`config.mk`:
```
export PLATFORM = sky130hd
export DESIGN_NAME = dlfloat_dot_sched
export DESIGN_NICKNAME = d
export VERILOG_FILES = /design/src/rtl/dlfloat_pkg.sv /design/src/rtl/dlfloat_dot_sched.sv
export SDC_FILE = /design/constraint.sdc
export NUM_CORES = 1
export LEC_CHECK = 0
export CORE_MARGIN = 4
export CORE_UTILIZATION = 40
export DETAILED_ROUTE_END_ITERATION = 7
export PLACE_DENSITY = 0.77
export SYNTH_ARGS = -nofsm -noshare
export SYNTH_HDL_FRONTEND = slang
export SYNTH_SLANG_ARGS = --single-unit
```
`constraint.sdc`:
```
create_clock -name clk -period 1.7 [get_ports clk]
set_input_delay 0.34 -clock clk [delete_from_list [all_inputs] [get_ports clk]]
set_output_delay 0.34 -clock clk [all_outputs]
set_load 0.01 [all_outputs]
```
`src/rtl/dlfloat_pkg.sv`:
```
// Shared DLFloat16 definitions (1 sign, 6 exponent, 9 mantissa, bias 31)
// and the dot-product scheduler state encoding.
package dlfloat_pkg;

   localparam int unsigned DLF_W    = 16;
   localparam int unsigned EXP_W    = 6;
   localparam int unsigned MAN_W    = 9;
   localparam int unsigned DLF_BIAS = 31;

   localparam logic [DLF_W-1:0] DLF_ZERO    = 16'h0000;
   localparam logic [DLF_W-1:0] DLF_SPECIAL = 16'hFFFF;
   localparam logic [DLF_W-1:0] DLF_ONE     = 16'h3E00;

   localparam logic [2:0] ST_IDLE  = 3'd0;
   localparam logic [2:0] ST_CLR   = 3'd1;
   localparam logic [2:0] ST_LOAD  = 3'd2;
   localparam logic [2:0] ST_DRAIN = 3'd3;
   localparam logic [2:0] ST_DONE  = 3'd4;

   function automatic logic is_special(input logic [DLF_W-1:0] v);
      return v == DLF_SPECIAL;
   endfunction

endpackage

```
`src/rtl/dlfloat_dot_sched.sv`:
```
// Sequences the DLFloat16 MAC through one dot-product job: clear, stream
// operand pairs, drain the MAC pipeline, then hold the captured result.
module dlfloat_dot_sched
   import dlfloat_pkg::*;
#(
   parameter int unsigned LEN_W   = 8,
   parameter int unsigned MAC_LAT = 2
) (
   input  logic             clk,
   input  logic             rst_n,
   input  logic             start,
   input  logic [LEN_W-1:0] len,
   input  logic             abort,
   input  logic             in_valid,
   output logic             in_ready,
   input  logic [15:0]      in_a,
   input  logic [15:0]      in_b,
   output logic [15:0]      mac_a,
   output logic [15:0]      mac_b,
   output logic             mac_clr,
   input  logic [15:0]      mac_acc,
   output logic             out_valid,
   input  logic             out_ready,
   output logic [15:0]      res_data,
   output logic             res_special,
   output logic             busy
);

   localparam int unsigned DCNT_W = $clog2(MAC_LAT + 1);

   logic [2:0]        state;
   logic [LEN_W-1:0]  cnt;
   logic [DCNT_W-1:0] dcnt;
   logic              hs;

   // in_ready falls with abort in the same cycle so no pair is consumed.
   assign in_ready  = (state == ST_LOAD) && !abort;
   assign hs        = in_valid && in_ready;
   assign mac_clr   = (state == ST_CLR);
   assign out_valid = (state == ST_DONE);
   assign busy      = (state != ST_IDLE);

   always_ff @(posedge clk) begin
      if (!rst_n) begin
         state       <= ST_IDLE;
         cnt         <= '0;
         dcnt        <= '0;
         mac_a       <= DLF_ZERO;
         mac_b       <= DLF_ZERO;
         res_data    <= DLF_ZERO;
         res_special <= 1'b0;
      end else if (abort && (state != ST_IDLE)) begin
         state <= ST_IDLE;
         mac_a <= DLF_ZERO;
         mac_b <= DLF_ZERO;
      end else begin
         case (state)
            ST_IDLE: begin
               mac_a <= DLF_ZERO;
               mac_b <= DLF_ZERO;
               if (start) begin
                  res_special <= 1'b0;
                  if (len != '0) begin
                     cnt   <= len;
                     dcnt  <= DCNT_W'(MAC_LAT - 1);
                     state <= ST_CLR;
                  end else begin
                     res_data <= DLF_ZERO;
                     state    <= ST_DONE;
                  end
               end
            end
            ST_CLR: begin
               mac_a <= DLF_ZERO;
               mac_b <= DLF_ZERO;
               if (dcnt == '0) state <= ST_LOAD;
               else            dcnt  <= dcnt - DCNT_W'(1);
            end
            ST_LOAD: begin
               if (hs) begin
                  mac_a       <= in_a;
                  mac_b       <= in_b;
                  res_special <= res_special | is_special(in_a) | is_special(in_b);
                  if (cnt != '0) cnt <= cnt - LEN_W'(1);
                  if (cnt == LEN_W'(1)) begin
                     dcnt  <= DCNT_W'(MAC_LAT);
                     state <= ST_DRAIN;
                  end
               end else begin
                  mac_a <= DLF_ZERO;
                  mac_b <= DLF_ZERO;
               end
            end
            ST_DRAIN: begin
               mac_a <= DLF_ZERO;
               mac_b <= DLF_ZERO;
               // dcnt reaching zero means the last product has landed in mac_acc.
               if (dcnt == '0) begin
                  res_data <= mac_acc;
                  state    <= ST_DONE;
               end else begin
                  dcnt <= dcnt - DCNT_W'(1);
               end
            end
            ST_DONE: begin
               if (out_ready) state <= ST_IDLE;
            end
            default: state <= ST_IDLE;
         endcase
      end
   end

endmodule

```
; Word-level counts from Yosys, hierarchy flattened
; Index checks and enable logic that the tools add are counted.
[op_classes]
add_sub_neg = 2
eq_ne = 17
muxes = 30
bitwise = 4
n_reduce_logical = 21
[op_table]
columns = op, count
row1 = $pmux 16 s2, 3
row2 = $mux 16, 5
row3 = $eq 16x16->1 const B, 2
row4 = $mux 8, 4
row5 = $mux 3, 7
row6 = $pmux 8 s2, 1
row7 = $reduce_bool 8->1, 2
row8 = $pmux 3 s5, 1
row9 = $ne 2x2->1 const B, 6
row10 = $reduce_and 6->1, 2
row11 = $mux 2, 5
row12 = $eq 8x1->1 const B, 1
row13 = $ne 2x1->1 const B, 4
row14 = $sub 8x1->8 const B, 1
row15 = $reduce_and 7->1, 1
row16 = $eq 3x2->1 const B, 2
row17 = $pmux 2 s3, 1
row18 = $reduce_bool 2->1, 3
row19 = $reduce_bool 3->1, 2
row20 = $reduce_and 5->1, 1
row21 = $reduce_and 4->1, 1
row22 = $reduce_or 2->1, 2
row23 = $eq 3x1->1 const B, 1
row24 = $eq 3x3->1 const B, 1
row25 = 10 further kinds, 15
[totals]
register_bits = 62
in_bits = 62
output_inout_bits = 53
wordCells = 81

; Depth between registers and ports, before layout
; Gate-level depths: netlist of the first run.
[depth]
word_depth = 5
mapped_depth = 7
ltp_nobuf = 6

; Worst setup path after synthesis of the first run
; No wires, ideal clock.
[synth_timing]
kind = input -> register
from = in len[0]
to = reg res_data[10]
setup_time_ns = 0.072
arrival_time_ns = 1.615
required_time_ns = 1.628
slack_ns = 0.014
stages = 5
path_buffers = 1
cell_sequence = nor4_1 > nand3_1 > a22oi_4 > buf_8 > mux2i_1
[synth_between]
elab_chain_len = 3
[synth_lines]
columns = item, line_no
row1 = start: declaration, dlfloat_dot_sched.sv:12  ; input logic [LEN_W-1:0] len,
row2 = $reduce_bool 8->1, dlfloat_dot_sched.sv:63  ; if (len != '0) begin
row3 = $ne 2x2->1 (no line), --
row4 = $reduce_and 5->1 (no line), --
row5 = end signal: assignment, dlfloat_dot_sched.sv:99  ; res_data <= mac_acc;
row6 = end: declaration, dlfloat_dot_sched.sv:24  ; output logic [15:0] res_data,
; No other way between the ends.
; A chain may end at the register's enable or synchronous reset.

; Worst setup path in the final report of the first run
[layout_timing]
from = reg state[0]
to = reg state[0]
[layout_between]
elab_chain_len = 5
word_cells_on_any_way = 18
cone_classes = 10 x eq/ne / 1 x mux / 7 x reduce/logical
[layout_lines]
columns = item, line_no
row1 = start: declaration, dlfloat_dot_sched.sv:31  ; logic [2:0] state;
row2 = start signal: assignment, dlfloat_dot_sched.sv:45  ; state <= ST_IDLE;
row3 = start signal: assignment, dlfloat_dot_sched.sv:53  ; state <= ST_IDLE;
row4 = start signal: assignment, dlfloat_dot_sched.sv:66  ; state <= ST_CLR;
row5 = $eq 3x2->1, "dlfloat_dot_sched.sv:37, dlfloat_dot_sched.sv:57"
row6 = $logic_and 1x1->1, dlfloat_dot_sched.sv:37  ; assign in_ready = (state == ST_LOAD) && !abort;
row7 = $logic_and 1x1->1, dlfloat_dot_sched.sv:38  ; assign hs = in_valid && in_ready;
row8 = $ne 2x2->1 (no line), --
row9 = $reduce_and 6->1 (no line), --
; Parallel ways exist; a longest one is shown, timed or not.

==> flow_summary.json, run 1 <==
{
  "run_status": "finished with violations",
  "failed_checks": "setup timing",
  "maximum_operating_frequency_mhz": 559,
  "grt_remaining_overflow": 0,
  "grt_pass1_wl_um": 15700,
  "detailed_route_drc_error_count": 0,
  "syn-num-nets": 403,
  "crit_family": "simple AND/OR/NAND/NOR gates",
  "final.min_clock_period_ns": 1.79,
  "rrSetupSlack_ns": -0.09,
  "worst-setup-path-type": "flip-flop to flip-flop",
  "worst_hold_path.num_cells": 2,
  "cp_num_buf_inv": 3,
  "dieWidth_um": 95.4,
  "drtAntennaViolNets": 0,
  "syn_inst": 337,
  "cap_viol_max_count": 0,
  "synth_flop_cell": "sky130_fd_sc_hd__dfxtp_1",
  "post-route-worst-setup-slack_ns": -0.0901,
  "most-common-layout-cells": "105 x sky130_fd_sc_hd__clkdlybuf4s50_1, 58 x sky130_fd_sc_hd__dfxtp_1, 50 x sky130_fd_sc_hd__buf_4, 46 x sky130_fd_sc_hd__nand2_1, 38 x sky130_fd_sc_hd__nor2_1",
  "synth.lib_cells_used.distinct": 66,
  "number_of_antenna_violations_at_the_first_check_in_global_routing": 0,
  "totalPowerFinal_uw": 5880,
  "slew-limit-headroom": 0.731,
  "drt_first_iter_violations": 144,
  "cp_data_required_time_ns": 1.95,
  "via_count": 3276,
  "die_area_mm2": 0.00910,
  "worst_path_largest_cell_delay_ns": 0.48,
  "syn-mean-instance-area_um2": 9.07,
  "fin_setup_tns_ns": -0.646,
  "path_cells": "buf_6 -> nor3_4 -> buf_4 -> inv_2 -> a21o_1 -> or4_1 -> o21ai_1",
  "insertion_delay_ns": 0.34,
  "number_of_cells_on_the_worst_reg_to_reg_path": 7,
  "post_synth_main_area_contributors": "sky130_fd_sc_hd__dfxtp_1 41%, sky130_fd_sc_hd__a22oi_1 7.9%, sky130_fd_sc_hd__mux2i_1 5.9%",
  "cts.sink_count": 62,
  "groute.usage.overall": 0.224,
  "firstDrtPassIters": 5,
  "worst_ep_arrival_time_ns": 2.04,
  "cts-buffers-inserted": 9,
  "count_of_endpoints_failing_hold_in_the_final_timing_report": 0,
  "cts_tree": "built",
  "timing_worst_slew_pin_value_ns": 0.402,
  "insertedDiodeCount": 0,
  "worst_hold_path.endpoint": "res_special$_SDFFE_PN0P_",
  "hold_path.startpoint": "res_special$_SDFFE_PN0P_",
  "final_cells": 602,
  "die_h_um": 95.4,
  "num_io_pins": 115,
  "clkTransAtPathRegs_ns": 0.06,
  "post_drt_wl_per_cell_um": 17.5,
  "synthesis.area_mm2": 0.00306,
  "initial_core_util": 0.417,
  "static-leakage-power_uw": 0.00187,
  "reg2reg_from": "state[0]$_SDFFE_PP0P_",
  "unrepaired_setup_endpoints_after_global_routing": "yes",
  "final_common_cell": "sky130_fd_sc_hd__clkdlybuf4s50_1",
  "max-clock-path-buffers": 2,
  "wl_final_um": 10500,
  "critical_path_peak_fanout": 7,
  "synth_async_sr_flop_share": 0,
  "power_density_mw_per_mm2": 1160,
  "number_of_rows_in_the_core_area": 31,
  "setup_viol": 19,
  "placedCellCount": 572,
  "fin_worst_skew_ns": 0.0173,
  "ir_worst_vdd_uv": 802,
  "io_buffer_count": 114,
  "min-delay-path-class": "flip-flop to flip-flop",
  "cts.root.buffer_cell": "sky130_fd_sc_hd__clkbuf_8",
  "synth-warning-count": 0,
  "grt_pass1_vias": 3230,
  "gp_congestion": 0.902,
  "worst_setup_path_start_kind": "flip-flop",
  "synth-edff-count": 0,
  "final_nets": 564,
  "core-area_mm2": 0.00733,
  "synth.ff_latch_count": 62,
  "cts_max_level": 3,
  "synthDominantAreaCellType": "sky130_fd_sc_hd__dfxtp_1",
  "crit_slowest_cell": "sky130_fd_sc_hd__or4_1",
  "post-dp-hpwl_um": 7090,
  "area_growth_pct": 65.7,
  "holdBufCountCts": 0,
  "final_cycle_share": 1.05,
  "ys_seq_area_frac": 0.406,
  "grt_start_max_net_pins": 33,
  "yosys.area.top_type_share": 0.406,
  "r2r_endpoint": "state[0]$_SDFFE_PP0P_",
  "drive_gt1_frac": 0.241,
  "viasPerCell": 5.44,
  "critical_path.endpoint_type": "flip-flop",
  "slew_violations": 0
}
per-layer routing:
layer / vias to the layer above / share of wire / GRT usage
met4: 0 / 0.018 / 0.0746
met3: 20 / 0.10 / 0.0939
met5: - / 0 / 0
met1: 1562 / 0.38 / 0.259
met2: 136 / 0.50 / 0.371
li1: 1558 / - / -
registers in the layout (all words and copies together) (netlist names):
| name | flops |
|---|---|
| mac_a | 16 |
| mac_b | 16 |
| res_data | 16 |
| cnt | 8 |
| state | 3 |
| dcnt | 2 |
| res_special | 1 |
layout make-up:
type | instances | area (um2)
sequential | 62 | 1250
clock inverter | 4 | 76.3
fill | 542 | 2260
inverter | 8 | 30.0
multi-input combinational | 241 | 1730
clock buffer | 12 | 155
tap | 99 | 124
timing repair buffer | 176 | 1700
through the flow:
step,area [um2],util,worst slack (ns),hold slack [ns]
after floorplan,3060,-,0.0137,0.438
after global placement,4540,0.619,-0.347,0.440
after detailed placement,4540,0.619,-0.466,0.444
after CTS,4890,0.667,-0.101,0.453
after global routing,5070,0.691,-0.142,0.478
final,5070,0.691,-0.0901,0.454
power breakdown:
part           internal, uW  switching [uW]
sequential             1590             129
clock                   912             601
combinational          1360            1290
total                  3860            2020
worst max path at each step:
stage	from	depth (start not counted)	endpoint	slack (ns)
CTS	state[1]$_SDFFE_PP0P_	3	in_ready	-0.10
global route	state[0]$_SDFFE_PP0P_	7	state[0]$_SDFFE_PP0P_	-0.14
floorplan	len[0]	5	res_data[10]$_SDFFE_PN0P_	0.01
detailed placement	len[0]	7	res_data[15]$_SDFFE_PN0P_	-0.47
finish	state[0]$_SDFFE_PP0P_	7	state[0]$_SDFFE_PP0P_	-0.09
global placement	len[7]	7	res_data[4]$_SDFFE_PN0P_	-0.35
kinds of logic (layout without fill, tap and decap cells):
kind of cell    Yosys count  in the layout  share of synthesized area
flops                    62             62                      0.406
buf+inv                  35            200                     0.0688
simple gates            141            142                      0.252
xor+xnor                  1              1                    0.00287
compound gates           75             75                      0.191
fa+ha+maj                 4              4                     0.0164
mux                      19             19                     0.0626
tightest hold or removal path, stage by stage, from the launching register on:
cell	delay, ns
sky130_fd_sc_hd__dfxtp_1	0.31
sky130_fd_sc_hd__inv_1	0.05
sky130_fd_sc_hd__a21oi_1	0.05
repair_timing:
item,4_1_cts,5_1_grt
resized for setup,25,33
buffers inserted,4,9
pin swaps,6,18
gates cloned,2,0
endpoints found under the hold margin,0,0
setup endpoints to repair,56,38
Yosys cell counts, drive strengths merged (2+ instances only):
master,n
dfxtp,62
o21ai,7
o41ai,2
a32o,4
a41oi,2
nand3,2
inv,8
nor2b,2
nor3b,3
a31o,3
o21a,3
or4,4
or2,2
nand4,15
o31ai,3
a21o,2
nand2b,3
a21oi,5
nand2,47
nor4,6
nand3b,2
clkbuf,12
mux2i,18
or3b,2
a211oi,3
a22oi,33
nor2,40
ha,4
and2,2
a221oi,2
nor3,6
buf,15
Note: power is estimated with default switching activity, not from simulation.
==> run 2: changes to the inputs <==
Settings changed: GPL_TIMING_DRIVEN set to 0, SLEW_MARGIN set to 20.
==> run 2 against run 1 <==
Net effect: the flow still finishes with violations (setup timing); combinational power up 8.7%; sequential power about the same; final cell count up 0.83%; flip-flop and latch count unchanged; hold slack better by 0.0019 ns; critical path type is now flip-flop to primary output; via count up 2.8%; non-clock buffer count up 6; global-route usage up 0.11 points; largest power group unchanged.
==> flow_summary.json, run 2 (same netlist as run 1, synthesis figures left out) <==
{
  "gp_congestion": 0.941,
  "max-clock-path-buffers": 2,
  "placedInstanceArea_mm2": 0.00432,
  "cts.sink_count": 62,
  "timing_worst_slew_pin_value_ns": 0.538,
  "critical-path-top-cell-by-count": "sky130_fd_sc_hd__buf_6",
  "min-delay-path-class": "flip-flop to flip-flop",
  "drt_first_iter_violations": 291,
  "num_io_pins": 115,
  "fin_worst_hold_slack_ns": 0.456,
  "ir_worst_vdd_uv": 616,
  "slew_violations": 0,
  "cp_num_buf_inv": 4,
  "cp_data_required_time_ns": 1.36,
  "dieWidth_um": 95.4,
  "worst_ep_arrival_time_ns": 1.58,
  "run_status": "finished with violations",
  "setup_viol": 60,
  "firstDrtPassIters": 5,
  "cts-buffers-inserted": 9,
  "cts.root.buffer_cell": "sky130_fd_sc_hd__clkbuf_8",
  "drtAntennaViolNets": 0,
  "area_growth_pct": 71.6,
  "clkTransAtPathRegs_ns": 0.07,
  "failed_checks": "setup timing",
  "drive_gt1_frac": 0.281,
  "multi_input_comb_area_mm2": 0.00187,
  "power_density_mw_per_mm2": 1130,
  "maximum_operating_frequency_mhz": 521,
  "slew-limit-headroom": 0.641,
  "final_common_cell": "sky130_fd_sc_hd__clkdlybuf4s50_1",
  "io_buffer_count": 114,
  "groute.usage.overall": 0.225,
  "path_cells": "buf_6 -> or3b_1 -> buf_6 -> buf_8 -> nor2_4 -> buf_6",
  "grt_remaining_overflow": 0,
  "grt_pass1_vias": 3338,
  "core-area_mm2": 0.00733,
  "most-common-layout-cells": "103 x sky130_fd_sc_hd__clkdlybuf4s50_1, 58 x sky130_fd_sc_hd__dfxtp_1, 45 x sky130_fd_sc_hd__nand2_1, 37 x sky130_fd_sc_hd__nor2_1, 25 x sky130_fd_sc_hd__buf_4",
  "number_of_antenna_violations_at_the_first_check_in_global_routing": 0,
  "final_design_area_no_fill_mm2": 0.00525,
  "final.min_clock_period_ns": 1.92,
  "totalPowerFinal_uw": 5910,
  "n_fill_cell": 513,
  "post_drt_wl_per_cell_um": 18.4,
  "post-dp-hpwl_um": 7050,
  "worst_path_largest_cell_delay_ns": 0.38,
  "cts_max_level": 3,
  "detailed_route_drc_error_count": 0,
  "placedCellCount": 550,
  "wl_final_um": 11200,
  "insertion_delay_ns": 0.34,
  "insertedDiodeCount": 0,
  "holdBufCountCts": 0,
  "grt_start_max_net_pins": 12,
  "grt_pass1_wl_um": 15900,
  "crit_family": "buffers and inverters",
  "critical_path.endpoint_type": "primary output",
  "final_util": 0.716,
  "die_h_um": 95.4,
  "count_of_endpoints_failing_hold_in_the_final_timing_report": 0,
  "largest_registers": "mac_a: 16 flops, mac_b: 16 flops, res_data: 16 flops",
  "worst-setup-path-type": "flip-flop to primary output",
  "post-route-worst-setup-slack_ns": -0.218,
  "worst_setup_path_start_kind": "flip-flop",
  "final_cells": 607,
  "viasPerCell": 5.55,
  "crit_slowest_cell": "sky130_fd_sc_hd__or3b_1",
  "fin_worst_skew_ns": 0.0124,
  "number_of_rows_in_the_core_area": 31,
  "final_cycle_share": 1.13,
  "via_count": 3369,
  "cap_viol_max_count": 0,
  "initial_core_util": 0.417,
  "static-leakage-power_uw": 0.00187,
  "cts_tree": "built",
  "area.sequential_mm2": 0.00125,
  "die_area_mm2": 0.00910,
  "critical_path_peak_fanout": 4,
  "final_nets": 569,
  "unrepaired_setup_endpoints_after_global_routing": "yes"
}
run 2: per-stage QoR:
step,setup slack (ns),setup TNS [ns]
after global routing,-0.258,-8.67
final,-0.218,-5.46
after floorplan,0.0137,0
after detailed placement,-0.783,-28.30
after CTS,-0.245,-1.53
after global placement,-0.778,-27.77
run 2: repair_timing:
| action | in CTS | in global routing |
|---|---|---|
| setup endpoints to repair | 63 | 63 |
| pin swaps | 14 | 31 |
| cloned | 3 | 1 |
| setup buffers | 24 | 18 |
| gates resized for setup | 60 | 71 |
run 2: layer usage:
metal	wire length (um)	track usage	vias up	share of wire
met5	0	0	-	0
met3	988	0.0829	38	0.089
met1	4280	0.263	1595	0.38
li1	-	-	1561	-
met4	319	0.0877	0	0.029
met2	5560	0.373	175	0.50
run 2: cell type report:
| cell class | instances | share of cell area |
|---|---|---|
| inverter | 8 | 0.00572 |
| sequential | 62 | 0.238 |
| multi-input combinational | 240 | 0.357 |
| timing repair buffer | 158 | 0.297 |
| clock buffer | 11 | 0.0269 |
| buffer | 24 | 0.0405 |
| clock inverter | 5 | 0.0112 |
| tap | 99 | 0.0236 |
run 2: where the power goes:
part | total (uW) | internal (uW) | switching (uW) | leakage [uW]
clock | 1310 | 717 | 597 | 0.0000955
sequential | 1710 | 1590 | 124 | 0.000503
combinational | 2880 | 1450 | 1430 | 0.00127
run 2: worst min-delay path, cell delays in order, from the launching register on:
cell and delay (ns):
sky130_fd_sc_hd__dfxtp_1 0.31, sky130_fd_sc_hd__nand2_1 0.05, sky130_fd_sc_hd__mux2i_1 0.05
run 2: worst paths after layout:
| kind | from | end | slack, ns | depth (start not counted) |
|---|---|---|---|---|
| worst min register to register | res_data[14]$_SDFFE_PN0P_ | res_data[14]$_SDFFE_PN0P_ | 0.46 | 2 |
| worst max-delay path | state[0]$_SDFFE_PP0P_ | in_ready | -0.22 | 6 |
| worst min-delay path | res_data[14]$_SDFFE_PN0P_ | res_data[14]$_SDFFE_PN0P_ | 0.46 | 2 |
| worst max register to register | state[0]$_SDFFE_PP0P_ | mac_a[4]$_SDFFE_PP0P_ | -0.19 | 10 |
